### config.mk
export PLATFORM = sky130hd
export DESIGN_NAME = pcie_rx_stream_adapter
export DESIGN_NICKNAME = d
export VERILOG_FILES = /design/src/rtl/pcie_rx_stream_adapter_pkg.sv /design/src/rtl/pcie_rx_stream_adapter_small_fifo.sv /design/src/rtl/pcie_rx_stream_adapter.sv
export SDC_FILE = /design/constraint.sdc
export NUM_CORES = 2
export LEC_CHECK = 0
export ABC_AREA = 1
export BUFFER_PORTS_ARGS = -buffer_cell sky130_fd_sc_hd__buf_4
export CORE_ASPECT_RATIO = 0.7
export CORE_UTILIZATION = 35
export DETAILED_ROUTE_END_ITERATION = 12
export HOLD_SLACK_MARGIN = 0.05
export PLACE_DENSITY = 0.55
export RECOVER_POWER = 100
export SLEW_MARGIN = 30
export SYNTH_ARGS = -nofsm -noshare
export SYNTH_HDL_FRONTEND = slang
export SYNTH_SLANG_ARGS = --single-unit
export TNS_END_PERCENT = 50
### constraint.sdc
create_clock -name clk -period 4 [get_ports clk]
set_clock_uncertainty 0.2 [all_clocks]
set_input_delay 0.6 -clock clk [delete_from_list [all_inputs] [get_ports clk]]
set_output_delay 0.6 -clock clk [all_outputs]
set_load 0.02 [all_outputs]
### src/rtl/pcie_rx_stream_adapter_pkg.sv
// Shared widths, constants and types for the PCIe receive stream adapter.
package pcie_rx_stream_adapter_pkg;

    localparam int unsigned DATA_W = 32;
    localparam int unsigned BAR_W  = 7;
    localparam int unsigned KEEP_W = 4;
    localparam int unsigned CNT_W  = 16;

    localparam logic [KEEP_W-1:0] KEEP_ALL = 4'hF;

    typedef enum logic [1:0] {
        WAIT_SOF = 2'd0,
        IN_PKT   = 2'd1,
        DISCARD  = 2'd2
    } wr_state_e;

    // One data buffer entry: the word plus its end-of-frame marker
    typedef struct packed {
        logic              eof;
        logic [DATA_W-1:0] data;
    } buf_entry_t;

endpackage

### src/rtl/pcie_rx_stream_adapter_small_fifo.sv
// Generic synchronous first-word-fall-through FIFO with full/empty/count.
module pcie_rx_stream_adapter_small_fifo #(
    parameter int unsigned WIDTH = 8,
    parameter int unsigned DEPTH = 4
) (
    input  logic                       clk,
    input  logic                       rst,
    input  logic                       push,
    input  logic [WIDTH-1:0]           din,
    input  logic                       pop,
    output logic [WIDTH-1:0]           dout,
    output logic                       full,
    output logic                       empty,
    output logic [$clog2(DEPTH):0]     count
);

    localparam int unsigned AW = $clog2(DEPTH);
    localparam int unsigned PW = AW + 1;

    logic [WIDTH-1:0] mem [DEPTH];
    logic [PW-1:0]    wr_ptr;
    logic [PW-1:0]    rd_ptr;

    assign empty = (wr_ptr == rd_ptr);
    assign full  = (wr_ptr[AW-1:0] == rd_ptr[AW-1:0]) && (wr_ptr[AW] != rd_ptr[AW]);
    assign count = wr_ptr - rd_ptr;
    assign dout  = mem[rd_ptr[AW-1:0]];

    // Pointer update; push into a full or pop from an empty FIFO is ignored
    always_ff @(posedge clk) begin
        if (rst) begin
            wr_ptr <= '0;
            rd_ptr <= '0;
        end else begin
            if (push && !full) wr_ptr <= wr_ptr + PW'(1);
            if (pop && !empty) rd_ptr <= rd_ptr + PW'(1);
        end
    end

    // Storage write
    always_ff @(posedge clk) begin
        if (push && !full) mem[wr_ptr[AW-1:0]] <= din;
    end

endmodule

### src/rtl/pcie_rx_stream_adapter.sv
// Store-and-forward TRN receive front end: buffers whole TLPs, drops bad ones,
// and presents only committed packets as an AXI-stream with a BAR-hit vector.
module pcie_rx_stream_adapter
    import pcie_rx_stream_adapter_pkg::*;
#(
    parameter int unsigned DEPTH     = 64,
    parameter int unsigned BAR_DEPTH = 4
) (
    input  logic              clk,
    input  logic              rst,
    input  logic [DATA_W-1:0] i_trn_rd,
    input  logic              i_trn_rsof_n,
    input  logic              i_trn_reof_n,
    input  logic              i_trn_rsrc_rdy_n,
    output logic              o_trn_rdst_rdy_n,
    input  logic              i_trn_rerrfwd_n,
    input  logic              i_trn_rsrc_dsc_n,
    input  logic [BAR_W-1:0]  i_trn_rbar_hit_n,
    output logic [DATA_W-1:0] o_axi_ingress_data,
    output logic [KEEP_W-1:0] o_axi_ingress_keep,
    output logic              o_axi_ingress_last,
    output logic              o_axi_ingress_valid,
    input  logic              i_axi_ingress_ready,
    output logic [BAR_W-1:0]  o_bar_hit,
    output logic [CNT_W-1:0]  o_pkt_count,
    output logic [CNT_W-1:0]  o_drop_count
);

    localparam int unsigned AW  = $clog2(DEPTH);
    localparam int unsigned PW  = AW + 1;
    localparam int unsigned BCW = $clog2(BAR_DEPTH) + 1;

    wr_state_e        state, state_nxt;
    logic [PW-1:0]    wr_ptr, wr_ptr_nxt;
    logic [PW-1:0]    commit_ptr, commit_ptr_nxt;
    logic [PW-1:0]    rd_ptr;
    logic [PW-1:0]    pkt_len, pkt_len_nxt;
    logic [BAR_W-1:0] bar_lat, bar_lat_nxt;

    logic             beat_c, sof_c, eof_c, err_c, start_c;
    logic             mem_we_c, push_c, drop_c;
    logic [AW-1:0]    mem_waddr_c;
    logic [BAR_W-1:0] bar_push_c;

    buf_entry_t       mem [DEPTH];
    buf_entry_t       head_c;
    logic             valid_c, rd_fire_c, pop_c;
    logic [PW-1:0]    used_c;
    logic             rdy_n_nxt;

    logic [BAR_W-1:0] bar_head_c;
    logic             bar_full_c, bar_empty_c;
    logic [BCW-1:0]   bar_count_c;

    assign beat_c = !i_trn_rsrc_rdy_n && !o_trn_rdst_rdy_n;
    assign sof_c  = !i_trn_rsof_n;
    assign eof_c  = !i_trn_reof_n;
    assign err_c  = !i_trn_rerrfwd_n || !i_trn_rsrc_dsc_n;

    // Write-side decode: where the beat goes, whether the packet commits or is rewound
    always_comb begin
        state_nxt      = state;
        wr_ptr_nxt     = wr_ptr;
        commit_ptr_nxt = commit_ptr;
        pkt_len_nxt    = pkt_len;
        bar_lat_nxt    = bar_lat;
        bar_push_c     = bar_lat;
        mem_we_c       = 1'b0;
        mem_waddr_c    = wr_ptr[AW-1:0];
        push_c         = 1'b0;
        drop_c         = 1'b0;
        start_c        = 1'b0;

        case (state)
            WAIT_SOF: begin
                if (beat_c) begin
                    if (!sof_c || err_c) begin
                        drop_c    = 1'b1;
                        state_nxt = eof_c ? WAIT_SOF : DISCARD;
                    end else begin
                        start_c = 1'b1;
                    end
                end
            end
            IN_PKT: begin
                if (beat_c) begin
                    if (err_c) begin
                        drop_c     = 1'b1;
                        wr_ptr_nxt = commit_ptr;
                        state_nxt  = eof_c ? WAIT_SOF : DISCARD;
                    end else if (sof_c) begin
                        // Partial packet abandoned; this word opens a new one
                        drop_c  = 1'b1;
                        start_c = 1'b1;
                    end else if (eof_c) begin
                        mem_we_c       = 1'b1;
                        wr_ptr_nxt     = wr_ptr + PW'(1);
                        commit_ptr_nxt = wr_ptr + PW'(1);
                        push_c         = 1'b1;
                        state_nxt      = WAIT_SOF;
                    end else if (pkt_len == PW'(DEPTH - 2)) begin
                        // Word DEPTH-1 without EOF: packet can never fit, stop buffering it
                        drop_c     = 1'b1;
                        wr_ptr_nxt = commit_ptr;
                        state_nxt  = DISCARD;
                    end else begin
                        mem_we_c    = 1'b1;
                        wr_ptr_nxt  = wr_ptr + PW'(1);
                        pkt_len_nxt = pkt_len + PW'(1);
                    end
                end
            end
            DISCARD: begin
                if ((beat_c && eof_c) || !i_trn_rsrc_dsc_n) state_nxt = WAIT_SOF;
            end
            default: state_nxt = WAIT_SOF;
        endcase

        // First word of a packet always lands at the commit point
        if (start_c) begin
            mem_we_c    = 1'b1;
            mem_waddr_c = commit_ptr[AW-1:0];
            bar_lat_nxt = ~i_trn_rbar_hit_n;
            bar_push_c  = ~i_trn_rbar_hit_n;
            pkt_len_nxt = PW'(1);
            if (eof_c) begin
                wr_ptr_nxt     = commit_ptr + PW'(1);
                commit_ptr_nxt = commit_ptr + PW'(1);
                push_c         = 1'b1;
                state_nxt      = WAIT_SOF;
            end else begin
                wr_ptr_nxt = commit_ptr + PW'(1);
                state_nxt  = IN_PKT;
            end
        end
    end

    // Backpressure from pre-update occupancy; the 2-entry margin covers the beat in flight
    assign used_c    = wr_ptr - rd_ptr;
    assign rdy_n_nxt = (state_nxt != DISCARD) &&
                       ((used_c >= PW'(DEPTH - 2)) ||
                        (bar_count_c >= BCW'(BAR_DEPTH - 1)) || bar_full_c);

    // Read side: first-word-fall-through from the committed region only
    assign valid_c   = (rd_ptr != commit_ptr);
    assign head_c    = mem[rd_ptr[AW-1:0]];
    assign rd_fire_c = valid_c && i_axi_ingress_ready;
    assign pop_c     = rd_fire_c && head_c.eof;

    assign o_axi_ingress_valid = valid_c;
    assign o_axi_ingress_data  = valid_c ? head_c.data : '0;
    assign o_axi_ingress_last  = valid_c && head_c.eof;
    assign o_axi_ingress_keep  = KEEP_ALL;
    assign o_bar_hit           = (valid_c && !bar_empty_c) ? bar_head_c : '0;

    // FSM, pointers, flow control and counters
    always_ff @(posedge clk) begin
        if (rst) begin
            state            <= WAIT_SOF;
            wr_ptr           <= '0;
            commit_ptr       <= '0;
            rd_ptr           <= '0;
            pkt_len          <= '0;
            bar_lat          <= '0;
            o_trn_rdst_rdy_n <= 1'b1;
            o_pkt_count      <= '0;
            o_drop_count     <= '0;
        end else begin
            state            <= state_nxt;
            wr_ptr           <= wr_ptr_nxt;
            commit_ptr       <= commit_ptr_nxt;
            rd_ptr           <= rd_ptr + PW'(rd_fire_c);
            pkt_len          <= pkt_len_nxt;
            bar_lat          <= bar_lat_nxt;
            o_trn_rdst_rdy_n <= rdy_n_nxt;
            o_pkt_count      <= o_pkt_count + CNT_W'(push_c);
            o_drop_count     <= o_drop_count + CNT_W'(drop_c);
        end
    end

    // Packet data storage
    always_ff @(posedge clk) begin
        if (mem_we_c) mem[mem_waddr_c] <= '{eof: eof_c, data: i_trn_rd};
    end

    pcie_rx_stream_adapter_small_fifo #(
        .WIDTH (BAR_W),
        .DEPTH (BAR_DEPTH)
    ) u_bar_fifo (
        .clk   (clk),
        .rst   (rst),
        .push  (push_c),
        .din   (bar_push_c),
        .pop   (pop_c),
        .dout  (bar_head_c),
        .full  (bar_full_c),
        .empty (bar_empty_c),
        .count (bar_count_c)
    );

endmodule

; Word-level counts from Yosys, hierarchy flattened
; Memory sizes are Yosys's and may differ from the RTL's. A register that Yosys moved wholly into a read port is not among the register bits.
; Index checks and enable logic that the tools add are counted.
[word_totals]
input_bits = 47
n_memories = 2
elab_cells = 143
reg_bits = 76
ram_bits = 2140
output_inout_bits = 78
[mem_list]
columns = memory, words, width, read_ports, rd_clocked_by_memory_dff, wr, line
row1 = mem, 64, 33, 1, 1, 1, pcie_rx_stream_adapter.sv:45  ; buf_entry_t mem [DEPTH];
row2 = u_bar_fifo.mem, 4, 7, 1, 1, 1, pcie_rx_stream_adapter_small_fifo.sv:20  ; logic [WIDTH-1:0] mem [DEPTH];
[op_classes]
n_lt_le_gt_ge = 2
reduce_logical = 32
add_sub_neg = 10
n_mux = 72
n_eq_ne = 10
n_bitwise = 3
[op_table]
columns = cell, count
row1 = 7-bit two-way mux, 16
row2 = 1-bit two-way mux, 38
row3 = 16-bit by 1-bit adder with 16-bit output, 2
row4 = 32-bit two-way mux, 1
row5 = 2-bit two-way mux, 12
row6 = "7-bit by 1-bit adder with 7-bit output, second input constant", 3
row7 = 6-bit two-way mux, 2
row8 = 6-bit AND reduction, 2
row9 = 1-bit logical AND, 10
row10 = 2-bit nonzero test, 4
row11 = 7-bit by 1-bit adder with 7-bit output, 1
row12 = "7-bit by 6-bit == test with 1-bit output, second input constant", 1
row13 = "7-bit by 6-bit >= comparator with 1-bit output, second input constant", 1
row14 = 1-bit zero test, 7
row15 = 7-bit inequality test, 1
row16 = 7-bit NOT, 1
row17 = 7-bit subtractor, 1
row18 = "3-bit by 1-bit adder with 3-bit output, second input constant", 2
row19 = 2-bit case mux with 3 select lines, 1
row20 = 1-bit logical OR, 5
row21 = "2-bit inequality test, second input constant", 2
row22 = 1-bit case mux with 2 select lines, 2
row23 = 3-bit == test, 1
row24 = "3-bit by 2-bit >= comparator with 1-bit output, second input constant", 1
row25 = other kinds (11), 12

; Depth between registers and ports, before layout
[depth]
ltp_word = 10
ltp_mapped = 19
mapped_depth_nobuf = 19

; Cells and area by module
; From an unflattened synthesis, not the netlist that was laid out.
[hier_totals]
cells_unflattened = 9224
hier_area_um2 = 94841.0
[by_module_without_submodules]
columns = mod, seq_area_each_um2, area_each_um2, instances, cells_each
row1 = pcie_rx_stream_adapter, 64822.2, 93274.5, 1, 9082
row2 = pcie_rx_stream_adapter_small_fifo, 1001.0, 1566.5, 1, 142

; Least setup slack after synthesis
; Ideal clock, no wire load.
[synth_timing]
path_type = input to register
from = input i_trn_rsrc_rdy_n
to = memory mem[17][0] (netlist bit) (enable)
arrival_ns = 3.266
stages = 13
n_path_buf = 2
setup_slack_ns = 0.111
setup_ns = 0.423
path_cell_list = nor2_2 > inv_2 > nor2_4 > nand2_2 > buf_6 > clkinv_2 > buf_6 > nor2_1 > a21oi_2 > inv_1 > nor2_1 > nand3_1 > nor2_1
[synth_via]
elab_chain_cells = 7
word_cells_on_any_way = 11
[synth_lines]
columns = element, line
row1 = "start, declared", pcie_rx_stream_adapter.sv:14  ; input logic i_trn_rsrc_rdy_n,
row2 = 1-bit zero test *, pcie_rx_stream_adapter.sv:55  ; assign beat_c = !i_trn_rsrc_rdy_n && !o_trn_rdst_rdy_n;
row3 = 1-bit logical AND *, pcie_rx_stream_adapter.sv:55
row4 = 1-bit two-way mux (on tied branches), "pcie_rx_stream_adapter.sv:86, pcie_rx_stream_adapter.sv:76"
row5 = 1-bit case mux with 2 select lines / 1-bit two-way mux (equally long branches), pcie_rx_stream_adapter.sv:74  ; case (state)
row6 = 1-bit two-way mux, pcie_rx_stream_adapter.sv:120  ; if (start_c) begin
row7 = 1-bit two-way mux, pcie_rx_stream_adapter.sv:183  ; if (mem_we_c) mem[mem_waddr_c] <= '{eof: eof_c, data: i_trn_rd};
row8 = 1-bit two-way mux (implied by the code), pcie_rx_stream_adapter.sv:183
row9 = "end, declared", pcie_rx_stream_adapter.sv:45
; Mark *: on every way between the ends. The rest lies on a longest branch, timed or not.

; Worst setup path in the final report
[layout_timing]
from = register rd_ptr[0]
to = output o_axi_ingress_data[4]
[layout_via]
elab_chain_cells = 2
[layout_lines]
columns = element, line
row1 = "start, declared", pcie_rx_stream_adapter.sv:36  ; logic [PW-1:0] rd_ptr;
row2 = "start signal, assigned", pcie_rx_stream_adapter.sv:172  ; rd_ptr <= rd_ptr + PW'(rd_fire_c);
row3 = 7-bit inequality test, pcie_rx_stream_adapter.sv:145  ; assign valid_c = (rd_ptr != commit_ptr);
row4 = 32-bit two-way mux, pcie_rx_stream_adapter.sv:151  ; assign o_axi_ingress_data = valid_c ? head_c.data : '0;
row5 = "end, declared", pcie_rx_stream_adapter.sv:19  ; output logic [DATA_W-1:0] o_axi_ingress_data,
; No other way between the ends.

==> metrics.md <==
| Metric | Value |
|---|---|
| Worst setup margin | `-139 ps` |
| Non-Filler Instances | `10,800` |
| Initial Utilization | `between 30% and 40%` |
| Synth Area per Inst | `12.9 µm²` |
| Req. time, crit path | `3200 ps` |
| Failing checks | `max-capacitance violations, max-slew violations, negative setup slack` |
| Clock tree buffer depth | `4` |
| Synth Area in XOR/XNOR | `0.238%` |
| Hold Startpoint | `i_trn_rerrfwd_n` |
| MaxCap Viol Count | `33` |
| Slew Limit Headroom | `-147%` |
| Pwr/cell area | `454 nW/µm²` |
| Hold Crit Depth | `7` |
| Crit Path Max Fanout | `27` |
| CP arrival | `3340 ps` |
| DR vias/cell | `5.63` |
| R2R cell count | `10` |
| Crit start category | `flop` |
| Die height | `422 µm` |
| ANT cells | `0` |
| Via count | `60,900` |
| Clock transition at path regs | `60 ps` |
| Final worst path period share | `103%` |
| Register area share after synthesis | `between 70% and 80%` |
| Compound-Gate Fraction of Synth Area | `11.7%` |
| Core Util, Final | `43.0%` |
| Die width | `around 600 µm` |
| Leakage power | `around 35 nW` |
| CTS Buf Count | `216` |
| Slew Limit Fails | `2,127` |
| Dpl hpwl | `161,000 µm` |
| R2R setup slack | `approximately 310 ps` |
| PortBufs | `120` |
| Total Wirelength | `298,000 µm` |
| Placed Cells | `~10,000` |
| Area grow syn2layout | `21.4%` |
| WS Path Type | `flop to output pin` |
| Synth Flop Type | `edfxtp_1` |
| Hold Fails Final Rpt | `0` |
| FF+latch count, synth | `2,218` |
| Drt first pass iters | `6` |
| GP Congestion | `0.839` |
| CTS H-tree lvls | `4` |
| FP Rows | `153` |
| TNS Setup | `-1490 ps` |
| Highest clock rate | `0.242 GHz` |
| WL/cell | `around 28 µm` |
| Mux share of post-synthesis cell area | `0%` |
| Async SR Flop Fraction | `0%` |
| GRT overflow | `0` |
| Simple-Gate Fraction of Synth Area | `approximately a tenth` |
| CTS tree | `done` |
| Core area | `250,000 µm²` |
| VDD IR-drop max | `0.338 mV` |
| Worst hold slack | `237 ps` |
| # clock sinks | `around 2,200` |
| Number of flops mapped to enable cells by yosys | `2,140` |
| Adder-cell share of the synthesized area | `0.371%` |
| RSZ-0062 raised after global routing | `yes` |
| 1st-iter DRT viols | `around 8,100` |
| Post-Synthesis Cells | `6,858` |
| GRT Util Overall | `22.5%` |
| Reg-to-reg endpoint | `mem[59][27]` |
| Setup violations, final | `25` |
| CTS Root Cell | `clkbuf_16` |
| Fin nets | `around 7,400` |
| Routed Antenna Nets | `0` |
| Mapped cell area | `around 88,000 µm²` |
| Syn. warnings | `0` |
| Final min period | `4140 ps` |
| Die area | `255,000 µm²` |
| First-pass GRT wire length | `418,000 µm` |
| Worst-Margin Slew | `around 3700 ps` |
| Vias in the first global route | `56,900` |
| Drt drc | `0` |
| Largest net degree at the start of global routing | `80` |
| Fraction of layout cells with a size suffix above 1 | `15.8%` |
| Placed cell area | `about 96,000 µm²` |
| IO Count | `125` |
| Hold EP | `o_trn_rdst_rdy_n` |
| Worst reg2reg startpoint | `o_trn_rdst_rdy_n` |
| Clk_lat worst skew | `910 ps` |
| Crit. End Element | `output pin` |
| Largest family of logic cells by synthesized area | `compound AO/OA/AOI/OAI gates` |
| Outcome | `finished with violations` |
| Post-layout instance area | `107,000 µm²` |
| Post-synth cell types | `50` |
| Initial antenna violation count | `13` |
| HP Class | `input pin to flop` |
critical path, cell delays in order, from the launching register on:
cell and delay, ps:
dfxtp_4 400, buf_12 210, buf_16 200, buf_12 160
buf_16 190, o21ai_0 120, o22ai_1 170, nand2_1 110
nand4_1 170, nand3_4 140, a21oi_4 260, buf_4 170
buf_4 140
power breakdown:
| part | leakage [nW] | internal [mW] | switching, mW |
|---|---|---|---|
| Sequential | 19.8 | 25.5 | 0.0122 |
| Combinational | 12.4 | 1.29 | 2.37 |
| Clock | 3.20 | 10.7 | 8.87 |
| Total | 35.4 | 37.5 | 11.3 |
cell usage after synthesis (all sizes together) (21+ instances only):
master / count / share of area (%)
a21oi: 163 / 0.94
nand3: 293 / 1.7
nand2: 444 / 1.9
nor2: 1355 / 5.8
ha: 23 / 0.33
clkbuf: 219 / 0.93
dfxtp: 78 / 1.8
o211ai: 151 / 1.3
o22ai: 286 / 2.0
nand4: 21 / 0.15
o221ai: 111 / 1.1
inv: 145 / 0.62
o21ai: 1101 / 6.2
edfxtp: 2140 / 73
buf: 245 / 1.9
cell families after synthesis:
family / count (synthesis)
other: 1
adders and majority gates: 25
AOI/OAI and AO/OA: 1832
buffers and inverters: 613
xor gates and xnor gates: 24
DFF: 2218
and+or+nand+nor: 2145
cells in the final DEF, fill, tap and decap left out, types with 105 or more instances in the layout:
cell	synthesis	layout
buf_4	60	314
edfxtp_1	2140	2140
nand3_1	292	236
o21ai_0	1034	981
o21ai_1	67	105
buf_12	1	113
nand2_1	438	415
o211ai_1	151	151
a21oi_1	159	131
inv_1	140	129
o22ai_1	286	280
clkbuf_16	0	243
clkbuf_1	218	113
nor2_1	1350	1260
stage by stage:
step           setup WS [ps]  power (mW)
6_report                -139        48.7
5_1_grt                 -210        50.0
4_1_cts                 -190        48.7
3_5_place_dp           -92.2        28.6
3_3_place_gp            -106        28.6
2_1_floorplan            111        27.5
how the worst max path moves through the flow:
stage                           from                     end  slack [ps]  depth (start not counted)
detailed placement         rd_ptr[0]  o_axi_ingress_data[16]         -90                         11
global route               rd_ptr[0]   o_axi_ingress_data[1]        -210                         13
floorplan           i_trn_rsrc_rdy_n              mem[17][0]         110                         13
finish                     rd_ptr[0]   o_axi_ingress_data[4]        -140                         12
global placement           rd_ptr[0]  o_axi_ingress_data[16]        -110                         11
CTS                        rd_ptr[0]  o_axi_ingress_data[16]        -190                         15
timing repair:
item / CTS / global route
gates cloned: 56 / 24
hold buffers: 23 / 0
gates resized for setup: 312 / 194
pin swaps: 69 / 117
endpoints found under the hold margin: 110 / 0
buffers inserted: 72 / 46
setup endpoints to repair: 41 / 40
layout make-up:
cell class / instances / area (µm²)
Fill cell: 22600 / 142000
Sequential cell: 2218 / 65800
Multi-Input combinational cell: 4030 / 21000
Timing Repair Buffer: 698 / 8980
Clock buffer: 271 / 5770
Tap cell: 3332 / 4170
Clock inverter: 111 / 772
Inverter: 149 / 656
Timing Repair inverter: 8 / 108
layer usage:
layer,global-route usage (%),vias up,wire [µm]
met5,0,-,127
met4,6.66,20,8860
met3,4.31,443,31400
met2,32.9,3389,128000
met1,33.7,30800,129000
li1,-,26300,-
registers in the layout, summed over array words and instances (netlist names), named ones only:
name               count
bar_lat                7
commit_ptr             7
mem                 2112
o_drop_count          16
o_pkt_count           16
o_trn_rdst_rdy_n       1
pkt_len                7
rd_ptr                 7
state                  2
u_bar_fifo.mem        28
u_bar_fifo.rd_ptr      3
u_bar_fifo.wr_ptr      3
wr_ptr                 7
No activity file was read; power rests on OpenSTA's default activity.
